$ cat src/rtl/instr_fetch_unit.sv
// Instruction fetch stage: owns the PC, reads instruction memory over req/ack,
// and hands each fetched word to the decoder over a valid/ready interface.
module instr_fetch_unit #(
  parameter logic [31:0] RESET_PC = 32'h0000_0000,
  parameter logic [31:0] NOP_WORD = 32'h0000_0013
) (
  input  logic        clk,
  input  logic        reset,
  output logic        imem_req,
  output logic [31:0] imem_addr,
  input  logic        imem_ack,
  input  logic [31:0] imem_rdata,
  output logic [31:0] instruction,
  output logic        instr_valid,
  input  logic        instr_ready,
  output logic [31:0] pc_out,
  input  logic        branch_taken,
  input  logic [31:0] branch_target,
  output logic [15:0] fetch_count,
  output logic [1:0]  state_dbg
);

  typedef enum logic [1:0] {
    IDLE  = 2'd0,
    FETCH = 2'd1,
    HOLD  = 2'd2
  } state_t;

  state_t      state;
  logic [31:0] pc;

  // Handshakes: a memory read completes on any cycle with imem_req & imem_ack;
  // an instruction transfers on any cycle with instr_valid & instr_ready.
  // req/valid never depend combinationally on ack/ready, and the address and
  // instruction stay frozen until their handshake completes.
  assign imem_addr = pc;
  assign state_dbg = state;

  always_ff @(posedge clk or posedge reset) begin
    if (reset) begin
      state       <= IDLE;
      pc          <= RESET_PC;
      imem_req    <= 1'b0;
      instr_valid <= 1'b0;
      instruction <= NOP_WORD;
      pc_out      <= RESET_PC;
      fetch_count <= 16'd0;
    end else begin
      case (state)
        IDLE: begin
          state    <= FETCH;
          imem_req <= 1'b1;
        end
        FETCH: begin
          if (imem_ack) begin
            instruction <= imem_rdata;
            pc_out      <= pc;
            pc          <= pc + 32'd4;
            imem_req    <= 1'b0;
            instr_valid <= 1'b1;
            state       <= HOLD;
          end
        end
        HOLD: begin
          if (instr_ready) begin
            // pc already points at pc_out+4; only a taken branch overrides it
            if (branch_taken) begin
              pc <= branch_target & 32'hFFFF_FFFC;
            end
            fetch_count <= fetch_count + 16'd1;
            instr_valid <= 1'b0;
            imem_req    <= 1'b1;
            state       <= FETCH;
          end
        end
        default: begin
          state       <= IDLE;
          imem_req    <= 1'b0;
          instr_valid <= 1'b0;
        end
      endcase
    end
  end

endmodule
$ cat config.mk
export PLATFORM = sky130hd
export DESIGN_NAME = instr_fetch_unit
export DESIGN_NICKNAME = d
export VERILOG_FILES = /design/src/rtl/instr_fetch_unit.sv
export SDC_FILE = /design/constraint.sdc
export NUM_CORES = 1
export LEC_CHECK = 0
export ABC_AREA = 0
export CORE_UTILIZATION = 40
export CTS_CLUSTER_DIAMETER = 60
export DETAILED_ROUTE_END_ITERATION = 12
export PLACE_DENSITY_LB_ADDON = 0.1
export SYNTH_ARGS = -nofsm -noshare
export SYNTH_HDL_FRONTEND = slang
export SYNTH_SLANG_ARGS = --single-unit
$ cat constraint.sdc
create_clock -name clk -period 4.7 [get_ports clk]
set_input_delay 0.94 -clock clk [delete_from_list [all_inputs] [get_ports clk]]
set_output_delay 0.94 -clock clk [all_outputs]
set_load 0.005 [all_outputs]
Yosys cells after proc, flatten, opt, wreduce, memory -nomap -nowiden:

Index checks and enable logic that the tools add are counted.

* bitwise gates (word level): 1
* $add $sub $neg: 2
* reductions and logical operators: 7
* equality and inequality tests: 5
* multiplexer cells: 13

Operators by type and width (count)
* two-way mux 32 bit: 3
* one-hot mux 32 bit (2 select lines): 1
* adder 32 x 3 -> 32 bit (second input constant): 1
* adder 16 x 1 -> 16 bit (second input constant): 1
* inequality test 2 bit (second input constant): 3
* one-hot mux 1 bit (3 select lines): 2
* one-hot mux 2 bit (3 select lines): 1
* AND reduction 2 bit: 3
* two-way mux 1 bit: 4
* two-way mux 2 bit: 2
* AND reduction 4 bit: 1
* AND reduction 3 bit: 1
* == test 2 x 1 -> 1 bit (second input constant): 1
* == test 2 bit (second input constant): 1
* logical NOT 2 bit: 1
* nonzero test 2 bit: 1
* NOT 1 bit: 1

* input bits: 69
* register bits: 116
* logic and storage cells: 35
* output and inout port bits: 116

Logic depth before layout (Yosys ltp):

Gate-level depths: netlist of run 1.

* depth in word-level cells: 3
* depth in mapped cells: 9
* mapped depth without buffers: 6

Worst setup path after synthesis of run 1:

No wires, ideal clock.

* path type: in2reg
* start: input branch_taken
* end: register pc[29] (netlist: imem_addr[29])
* path slack: 2.632 ns
* arrival time: 1.997 ns
* cell stages on the path: 6
* required time: 4.629 ns
* setup time: 0.071 ns
* path through: and4b_1 > buf_2 > nor2_1 > buf_2 > or4_1 > nand4_1

* longest elaborated chain between the ends: 2

Ends and longest elaborated chain
* start: declaration: RTL line 17 `input logic branch_taken,`
* inequality test 2 bit (no source line)
* AND reduction 4 bit (no source line)
* end signal: assignment: RTL line 58 `pc <= pc + 32'd4;`
* end signal: assignment: RTL line 68 `pc <= branch_target & 32'hFFFF_FFFC;`
* end: declaration: RTL line 30 `logic [31:0] pc;`

No other way between the ends.
A chain may end at the register's enable or synchronous reset.

Worst setup path in the final report of run 1:

* start: input instr_ready
* end: register pc[23] (netlist: imem_addr[23])

* longest elaborated chain between the ends: 2

Ends and longest elaborated chain
* start: declaration: RTL line 15 `input logic instr_ready,`
* inequality test 2 bit (no source line)
* AND reduction 4 bit (no source line)

No other way between the ends.

==> reports/metrics.cfg, run 1 <==
[status]
status=completed

[grt]
grt_max_degree=87
grt_pass1_wl_mm=23.0
grt_pass1_vias=4359
antenna_found_initial=0
track_usage_pct=22.7
overflow=0

[clock_network]
cts_tree=built
holdBufCountCts=0
post-cts-setup-buffer-count=0
htree_levels=3
cts_sinks=111
clk_latency_ns=0.35
cts_resized=0
cts_buffers=9
ctsLongestPathBuffers=2
root_buffer=clkbuf_16
path_clk_slew_ns=0.07

[worst_setup_path]
endpoint_kind=register
cp_slowest_cell=nand2_1
r2r_end=imem_addr[23]$_DFFE_PP0P_
rrSetupSlack_ns=1.94
slowest_delay_ns=0.80
crit_chain=clkdlybuf4s50_1 > nand3_1 > nand2_1 > o21ai_0 > a311oi_1
critPathMaxFanout=25
start_kind=input port
crit_type=input port to register
critPathArrivalTime_ns=3.25
worstReg2RegStart=state_dbg[1]$_DFFE_PP0P_
cp.required_ns=4.94
worstRegToRegCells=6

[sta]
tns_ns=0
worst_slew_pin_slew_ns=1.08
rsz0062_at_grt=false
hold_viol_final=0
min_period_ns=3.01
finalMaxSlewViolations=0
fmax_mhz=333
setup_slack_ns=1.69
max_slew_margin_pct=28.1
period_share_pct=63.9
final.setup_skew_ns=0.00592
finalSetupViolCount=0

[hold_path]
hold_path.class=register to register
min-delay-start=instruction[1]$_DFFE_PP1P_
min_path_cells=2
hold_end=instruction[1]$_DFFE_PP1P_

[run]
maxCapViolations=0

[die]
rows=41
dieArea_mm2=0.0133
start_util_pct=40.9
core_area_mm2=0.0126
dieWidth_um=115
die_y_um=115
io_pins=185

[power]
p_int_w=0.00279
power.density_mw_per_mm2=593
p_seq_share_pct=40.2
switching_share_pct=35.7
ir_drop_v=0.000313
power.leakage_nw=3.25
comb_power_share_pct=42.0
clkPwrFrac_pct=17.9
p_switching_w=0.00155

[synthesis]
synth-edff-count=0
synth.cell_area_mm2=0.00514
ys_seq_area_share_pct=54.1
syn_avg_cell_area_um2=8.97
ys_ff_latch=111
synth_warnings=0
dominantRegCellSynth=dfrtp_1
yosysUniqueCellTypes=57
synthArstFlopShare_pct=100
synthCells=573

[detailed_routing]
viasPerCell=5.15
drc=0
drt_pre_antenna_iters=4
drtAntennaViolNets=0
wire_per_inst_um=16.0
vias=4683
drtIter0Drc=261
drt-total-wl_mm=14.5

[place]
dp_hpwl_mm=9.64
place.gp.congestion=0.780
place_ws_ns=1.37
dp.cells=893
portBuffers=178

[finish]
diodes=0
layout.nets=803
post-route-util_pct=58.3
syn2layout_area_growth_pct=42.5
drive_gt1_share_pct=5.16
stdcell_count=909

## cell usage after synthesis, drive strengths merged, types with 2 or more instances
cell	n	area share (%)
nand2	209	15
dfrtp	108	53
nor2	35	2.6
buf	20	2.1
clkbuf	20	1.5
nand3	20	2.2
o21ai	20	1.9
a21oi	18	1.8
nand4	15	2.2
xnor2	10	1.7
a311oi	8	1.4
and3	8	1.0
a31oi	7	0.85
and4	6	1.0
xor2	5	0.85
inv	4	0.29
nor3	4	0.39
o22ai	4	0.49
a22oi	3	0.44
a2bb2oi	3	0.51
and2	3	0.39
dfstp	3	1.5
o22a	3	0.51
or3	3	0.37
a22o	2	0.34
ha	2	0.49
nand2b	2	0.24
nand3b	2	0.29
nor4	2	0.83
o211ai	2	0.29
o21a	2	0.29
or4	2	0.29
## area by class of cell
type	instances	area (um^2)
Fill cell	1129	5240
Sequential cell	111	2780
Multi-Input combinational cell	421	2180
Timing Repair Buffer	185	1830
Clock buffer	11	243
Tap cell	172	215
Clock inverter	5	57.6
Inverter	4	17.5
## power groups by stage
stage | clock, W | sequential, W | combinational, W
after floorplan | 0 | 0.00169 | 0.000807
after global placement | 0 | 0.00173 | 0.00179
after detailed placement | 0 | 0.00175 | 0.00184
after CTS | 0.000799 | 0.00174 | 0.00185
after global routing | 0.000832 | 0.00180 | 0.00202
final | 0.000777 | 0.00174 | 0.00182
## layer usage
layer	track usage [%]	wire length (um)	vias to the layer above	share of wire, %
li1	-	-	2249	-
met1	30.7	6490	2234	45
met2	35.4	6670	187	46
met3	5.75	1160	13	8.0
met4	7.88	198	0	1.4
met5	0	0	-	0
## worst max-delay path by stage
stage / depth (start not counted) / to / startpoint
6_report: 5 / imem_addr[23]$_DFFE_PP0P_ / instr_ready
5_1_grt: 5 / imem_addr[23]$_DFFE_PP0P_ / instr_ready
4_1_cts: 5 / imem_addr[23]$_DFFE_PP0P_ / instr_ready
3_5_place_dp: 5 / imem_addr[23]$_DFFE_PP0P_ / instr_ready
3_3_place_gp: 5 / imem_addr[9]$_DFFE_PP0P_ / instr_ready
2_1_floorplan: 1 / fetch_count[0]$_DFFE_PP0P_ / reset
## placed cells by master, fill, tap and decap left out, types with 2 or more instances in the layout
cell type	instances
or3_1	3
clkinvlp_4	3
clkdlybuf4s50_1	178
a22o_1	2
conb_1	4
ha_1	2
nand3_1	19
a311oi_1	8
and2_1	2
nand4_1	13
a22oi_1	3
inv_1	3
nor4_4	2
nand2_1	209
clkbuf_16	9
xor2_1	5
nand2b_1	2
xnor2_1	10
dfstp_2	3
nor2_1	34
buf_4	7
o21a_1	2
or4_1	2
o21ai_0	20
nor3_1	4
a31oi_1	7
and3_1	7
a21oi_1	18
o211ai_1	2
a2bb2oi_1	3
o22a_1	3
and4_1	6
nand3b_1	2
o22ai_1	4
dfrtp_1	108
## kinds of logic after synthesis
logic type,share of synthesized area [%]
simple gates,28.1
mux,0.219
other cells,0.0730
xor+xnor,2.56
buf+inv,3.89
fa+ha+maj,0.487
flops,54.1
compound gates,10.5
## sequential cells by signal, summed over array words and instances (netlist names)
signal	count
instruction	32
imem_addr	30
pc_out	30
fetch_count	16
state_dbg	2
instr_valid	1
## critical path, delay by kind of cell
kind | cells | cell delay, ns
simple gates | 2 | 1.19
buf+inv | 1 | 0.62
compound gates | 2 | 0.50
## stage by stage
stage / power, W / instance area, um^2 / hold WS, ns
2_1_floorplan: 0.00250 / 5150 / 0.448
3_3_place_gp: 0.00353 / 7020 / 0.448
3_5_place_dp: 0.00359 / 7020 / 0.459
4_1_cts: 0.00439 / 7320 / 0.469
5_1_grt: 0.00466 / 7320 / 0.494
6_report: 0.00434 / 7320 / 0.467
No activity file was read; power rests on OpenSTA's default activity.
==> run 2: changes to the inputs <==
==> constraint.sdc (replaced) <==
create_clock -name clk -period 2.6 [get_ports clk]
set_input_delay 0.52 -clock clk [delete_from_list [all_inputs] [get_ports clk]]
set_output_delay 0.52 -clock clk [all_outputs]
set_load 0.005 [all_outputs]
==> reports/metrics.cfg, run 2 (synthesized netlist as in run 1, its figures left out) <==
[status]
status=completed

[sta]
worst_slew_pin_slew_ns=0.607
period_share_pct=80.0
finalSetupViolCount=0
rsz0062_at_grt=false
max_slew_margin_pct=59.4
fmax_mhz=481
tns_ns=0
min_period_ns=2.08
holdWs_ns=0.460
finalMaxSlewViolations=0
final.setup_skew_ns=0.00786
hold_viol_final=0

[power]
clkPwrFrac_pct=17.6
power.density_mw_per_mm2=1070
ir_drop_v=0.000538
switching_share_pct=35.4
p_int_w=0.00513
p_seq_share_pct=39.5
p_switching_w=0.00281
power.leakage_nw=3.32
power_w=0.00794
comb_power_share_pct=42.9

[detailed_routing]
drt-total-wl_mm=14.3
drtAntennaViolNets=0
drc=0
viasPerCell=5.14
vias=4722
drt_pre_antenna_iters=4
drtIter0Drc=243
wire_per_inst_um=15.6

[clock_network]
cts_sinks=111
path_clk_slew_ns=0.07
root_buffer=clkbuf_16
cts_buffers=9
clk_latency_ns=0.36
cts_resized=0
htree_levels=3
ctsLongestPathBuffers=2
holdBufCountCts=0
cts_tree=built
post-cts-setup-buffer-count=0

[worst_setup_path]
path_buf_inv=1
crit_chain=ha_1 > nand3_1 > nor4_4 > buf_4 > nand4_1 > nor4b_1 > a211oi_1
crit_family=simple AND/OR/NAND/NOR gates
critPathMaxFanout=13
critPathArrivalTime_ns=2.31
cp_slowest_cell=dfrtp_1
cp.required_ns=2.84
start_kind=register
crit_type=register to register
slowest_delay_ns=0.49
endpoint_kind=register

[die]
dieArea_mm2=0.0133
dieWidth_um=115
start_util_pct=40.9
rows=41
die_y_um=115
core_area_mm2=0.0126
io_pins=185

[finish]
final_area_mm2=0.00743
drive_gt1_share_pct=6.29
mostFrequentLayoutCells=209 x nand2_1, 178 x clkdlybuf4s50_1, 108 x dfrtp_1
syn2layout_area_growth_pct=44.5
largest_reg_flops=32
regMostFlops=instruction
layout.nets=813
diodes=0
layout_commonest_cell=nand2_1

[grt]
antenna_found_initial=0
grt_max_degree=112
track_usage_pct=22.9
grt_pass1_wl_mm=23.4
grt_pass1_vias=4697
overflow=0

[place]
dp_hpwl_mm=9.65
place.gp.congestion=0.787
portBuffers=178
place_area_mm2=0.00714

[run]
maxCapViolations=0

[hold_path]
hold_path.class=register to register

==> run 2: area by class of cell <==
cell class              instances  area, um^2
fillers                      1108        5140
repair buffers                195        1950
clock buffers                  12         246
well taps                     172         215
flip-flops and latches        111        2780
multi-input cells             421        2180
inverters                       4        18.8
clock inverters                 4        45.0
==> run 2: path summary, 6_finish.rpt <==
path	start	endpoint	slack (ns)	cells after the start
hold / removal	instruction[1]$_DFFE_PP1P_	instruction[1]$_DFFE_PP1P_	0.46	2
max in group asynchronous	reset	imem_addr[15]$_DFFE_PP0P_	1.46	3
min in group asynchronous	reset	instruction[2]$_DFFE_PP0P_	0.68	3
setup reg to reg	imem_addr[2]$_DFFE_PP0P_	imem_addr[30]$_DFFE_PP0P_	0.52	7
setup / recovery	imem_addr[2]$_DFFE_PP0P_	imem_addr[30]$_DFFE_PP0P_	0.52	7
hold reg to reg	instruction[1]$_DFFE_PP1P_	instruction[1]$_DFFE_PP1P_	0.46	2
==> run 2: layer usage <==
| layer | GRT usage, % | routed length [um] | vias up |
|---|---|---|---|
| li1 | - | - | 2271 |
| met1 | 29.2 | 6320 | 2261 |
| met2 | 36.1 | 6650 | 172 |
| met3 | 6.22 | 1080 | 18 |
| met4 | 10.6 | 286 | 0 |
| met5 | 0 | 0 | - |
==> run 2: worst register-to-register path, stage by stage, from the launching register on <==
cell and delay [ns]:
dfrtp_1 0.49, ha_1 0.26, nand3_1 0.24, nor4_4 0.21, buf_4 0.24, nand4_1 0.14
nor4b_1 0.29, a211oi_1 0.08
==> run 2: power by group through the flow <==
stage               sequential, W  clock (W)  combinational, W
floorplan                 0.00306          0           0.00146
global placement          0.00312          0           0.00336
detailed placement        0.00315          0           0.00345
CTS                       0.00313    0.00143           0.00346
global route              0.00326    0.00151           0.00378
finish                    0.00314    0.00139           0.00341
==> run 2: stage by stage <==
step | setup WS (ns) | std cells | utilization (%)
4_1_cts | 0.538 | 919 | 59.1
3_5_place_dp | 0.248 | 903 | 56.8
2_1_floorplan | 0.739 | 576 | -
5_1_grt | 0.268 | 919 | 59.1
3_3_place_gp | 0.274 | 903 | 56.8
6_report | 0.521 | 919 | 59.1
==> run 3: changes to the inputs <==
==> constraint.sdc (replaced) <==
create_clock -name clk -period 2.1 [get_ports clk]
set_input_delay 0.42 -clock clk [delete_from_list [all_inputs] [get_ports clk]]
set_output_delay 0.42 -clock clk [all_outputs]
set_load 0.005 [all_outputs]
==> reports/metrics.cfg, run 3 (synthesized netlist as in run 1, its figures left out) <==
[status]
status=completed

[sta]
hold_viol_final=0
period_share_pct=89.9
max_slew_margin_pct=63.4
finalSetupViolCount=0
worst_slew_pin_slew_ns=0.547
finalMaxSlewViolations=0
rsz0062_at_grt=false
holdWs_ns=0.467
final.setup_skew_ns=0.00946
min_period_ns=1.89
fmax_mhz=530

[clock_network]
ctsLongestPathBuffers=2
root_buffer=clkbuf_16
clk_latency_ns=0.35
cts_resized=0
cts_sinks=111
cts_tree=built
post-cts-setup-buffer-count=0
htree_levels=3
holdBufCountCts=0
cts_buffers=9
path_clk_slew_ns=0.07

[hold_path]
min_path_cells=2
hold_path.class=register to register
hold_end=instruction[1]$_DFFE_PP1P_
min-delay-start=instruction[1]$_DFFE_PP1P_

[finish]
largest_reg_flops=32
drive_gt1_share_pct=9.47
layout.nets=837
mostFrequentLayoutCells=209 x nand2_1, 178 x clkdlybuf4s50_1, 108 x dfrtp_1
diodes=0
stdcell_count=943
layout_commonest_cell=nand2_1
regMostFlops=instruction
syn2layout_area_growth_pct=49.1

[die]
rows=41
die_y_um=115
dieArea_mm2=0.0133
io_pins=185
core_area_mm2=0.0126
start_util_pct=40.9
dieWidth_um=115

[power]
power.density_mw_per_mm2=1320
power_w=0.0101
power.leakage_nw=3.45
ir_drop_v=0.000568

[grt]
antenna_found_initial=0
overflow=0
grt_max_degree=62
grt_pass1_vias=4667
grt_pass1_wl_mm=23.5
track_usage_pct=22.9

[worst_setup_path]
rrSetupSlack_ns=0.21
crit_type=register to register
endpoint_kind=register
critPathMaxFanout=6
cp.required_ns=2.33
worstRegToRegCells=6
start_kind=register
worstReg2RegStart=imem_addr[3]$_DFFE_PP0P_
r2r_end=imem_addr[31]$_DFFE_PP0P_
critPathArrivalTime_ns=2.12

[run]
maxCapViolations=0

[place]
place.gp.congestion=0.783
portBuffers=178
dp.cells=925
dp_hpwl_mm=10.3

[detailed_routing]
drtAntennaViolNets=0
viasPerCell=5.08
drt-total-wl_mm=14.5
vias=4788
drt_pre_antenna_iters=4
drc=0
wire_per_inst_um=15.4
drtIter0Drc=287

==> run 3: cell count changes in the layout (fill, tap and decap cells not counted), sizes merged <==
cell and change:
buf +24, bufinv -1, clkinv -1, clkinvlp +2
==> run 3: area by class of cell <==
cell class | instances | area, um^2
Inverter | 4 | 18.8
Sequential cell | 111 | 2780
Tap cell | 172 | 215
Timing Repair Buffer | 219 | 2180
Clock inverter | 4 | 28.8
Fill cell | 1116 | 4900
Multi-Input combinational cell | 421 | 2180
Clock buffer | 12 | 267
==> run 3: critical path, stage by stage, from the launching register on <==
cell	delay [ns]
dfrtp_1	0.35
buf_4	0.14
nand4_2	0.17
nand4bb_1	0.29
or4_1	0.61
nand3_1	0.11
o211ai_1	0.08
==> run 3: per-stage QoR <==
step / TNS, ns / utilization (%) / setup WS, ns / area, um^2
5_1_grt: 0 / 61.0 / 0.0478 / 7660
4_1_cts: 0 / 60.9 / 0.170 / 7650
3_3_place_gp: -0.0436 / 58.5 / -0.0131 / 7350
3_5_place_dp: -0.109 / 58.5 / -0.0343 / 7350
2_1_floorplan: 0 / - / 0.339 / 5150
6_report: 0 / 61.0 / 0.212 / 7660
==> run 3: worst max-delay path by stage <==
| stage | to | startpoint | depth (start not counted) | slack (ns) |
|---|---|---|---|---|
| floorplan | fetch_count[0]$_DFFE_PP0P_ | reset | 1 | 0.34 |
| CTS | imem_addr[22]$_DFFE_PP0P_ | imem_addr[12]$_DFFE_PP0P_ | 6 | 0.17 |
| global route | imem_addr[30]$_DFFE_PP0P_ | imem_addr[2]$_DFFE_PP0P_ | 7 | 0.05 |
| finish | imem_addr[31]$_DFFE_PP0P_ | imem_addr[3]$_DFFE_PP0P_ | 6 | 0.21 |
| detailed placement | imem_addr[10]$_DFFE_PP0P_ | instr_ready | 6 | -0.03 |
| global placement | imem_addr[10]$_DFFE_PP0P_ | instr_ready | 6 | -0.01 |
==> run 3: power breakdown <==
part	internal, W	total, W	switching, W
clock	0.000903	0.00169	0.000784
combinational	0.00261	0.00469	0.00208
sequential	0.00302	0.00370	0.000677
total	0.00653	0.0101	0.00354
==> run 3: per-layer routing <==
layer	GRT usage [%]	share of wire [%]
met1	31.0	45
met3	5.43	7.5
met4	7.53	1.4
met5	0	0
met2	36.2	47
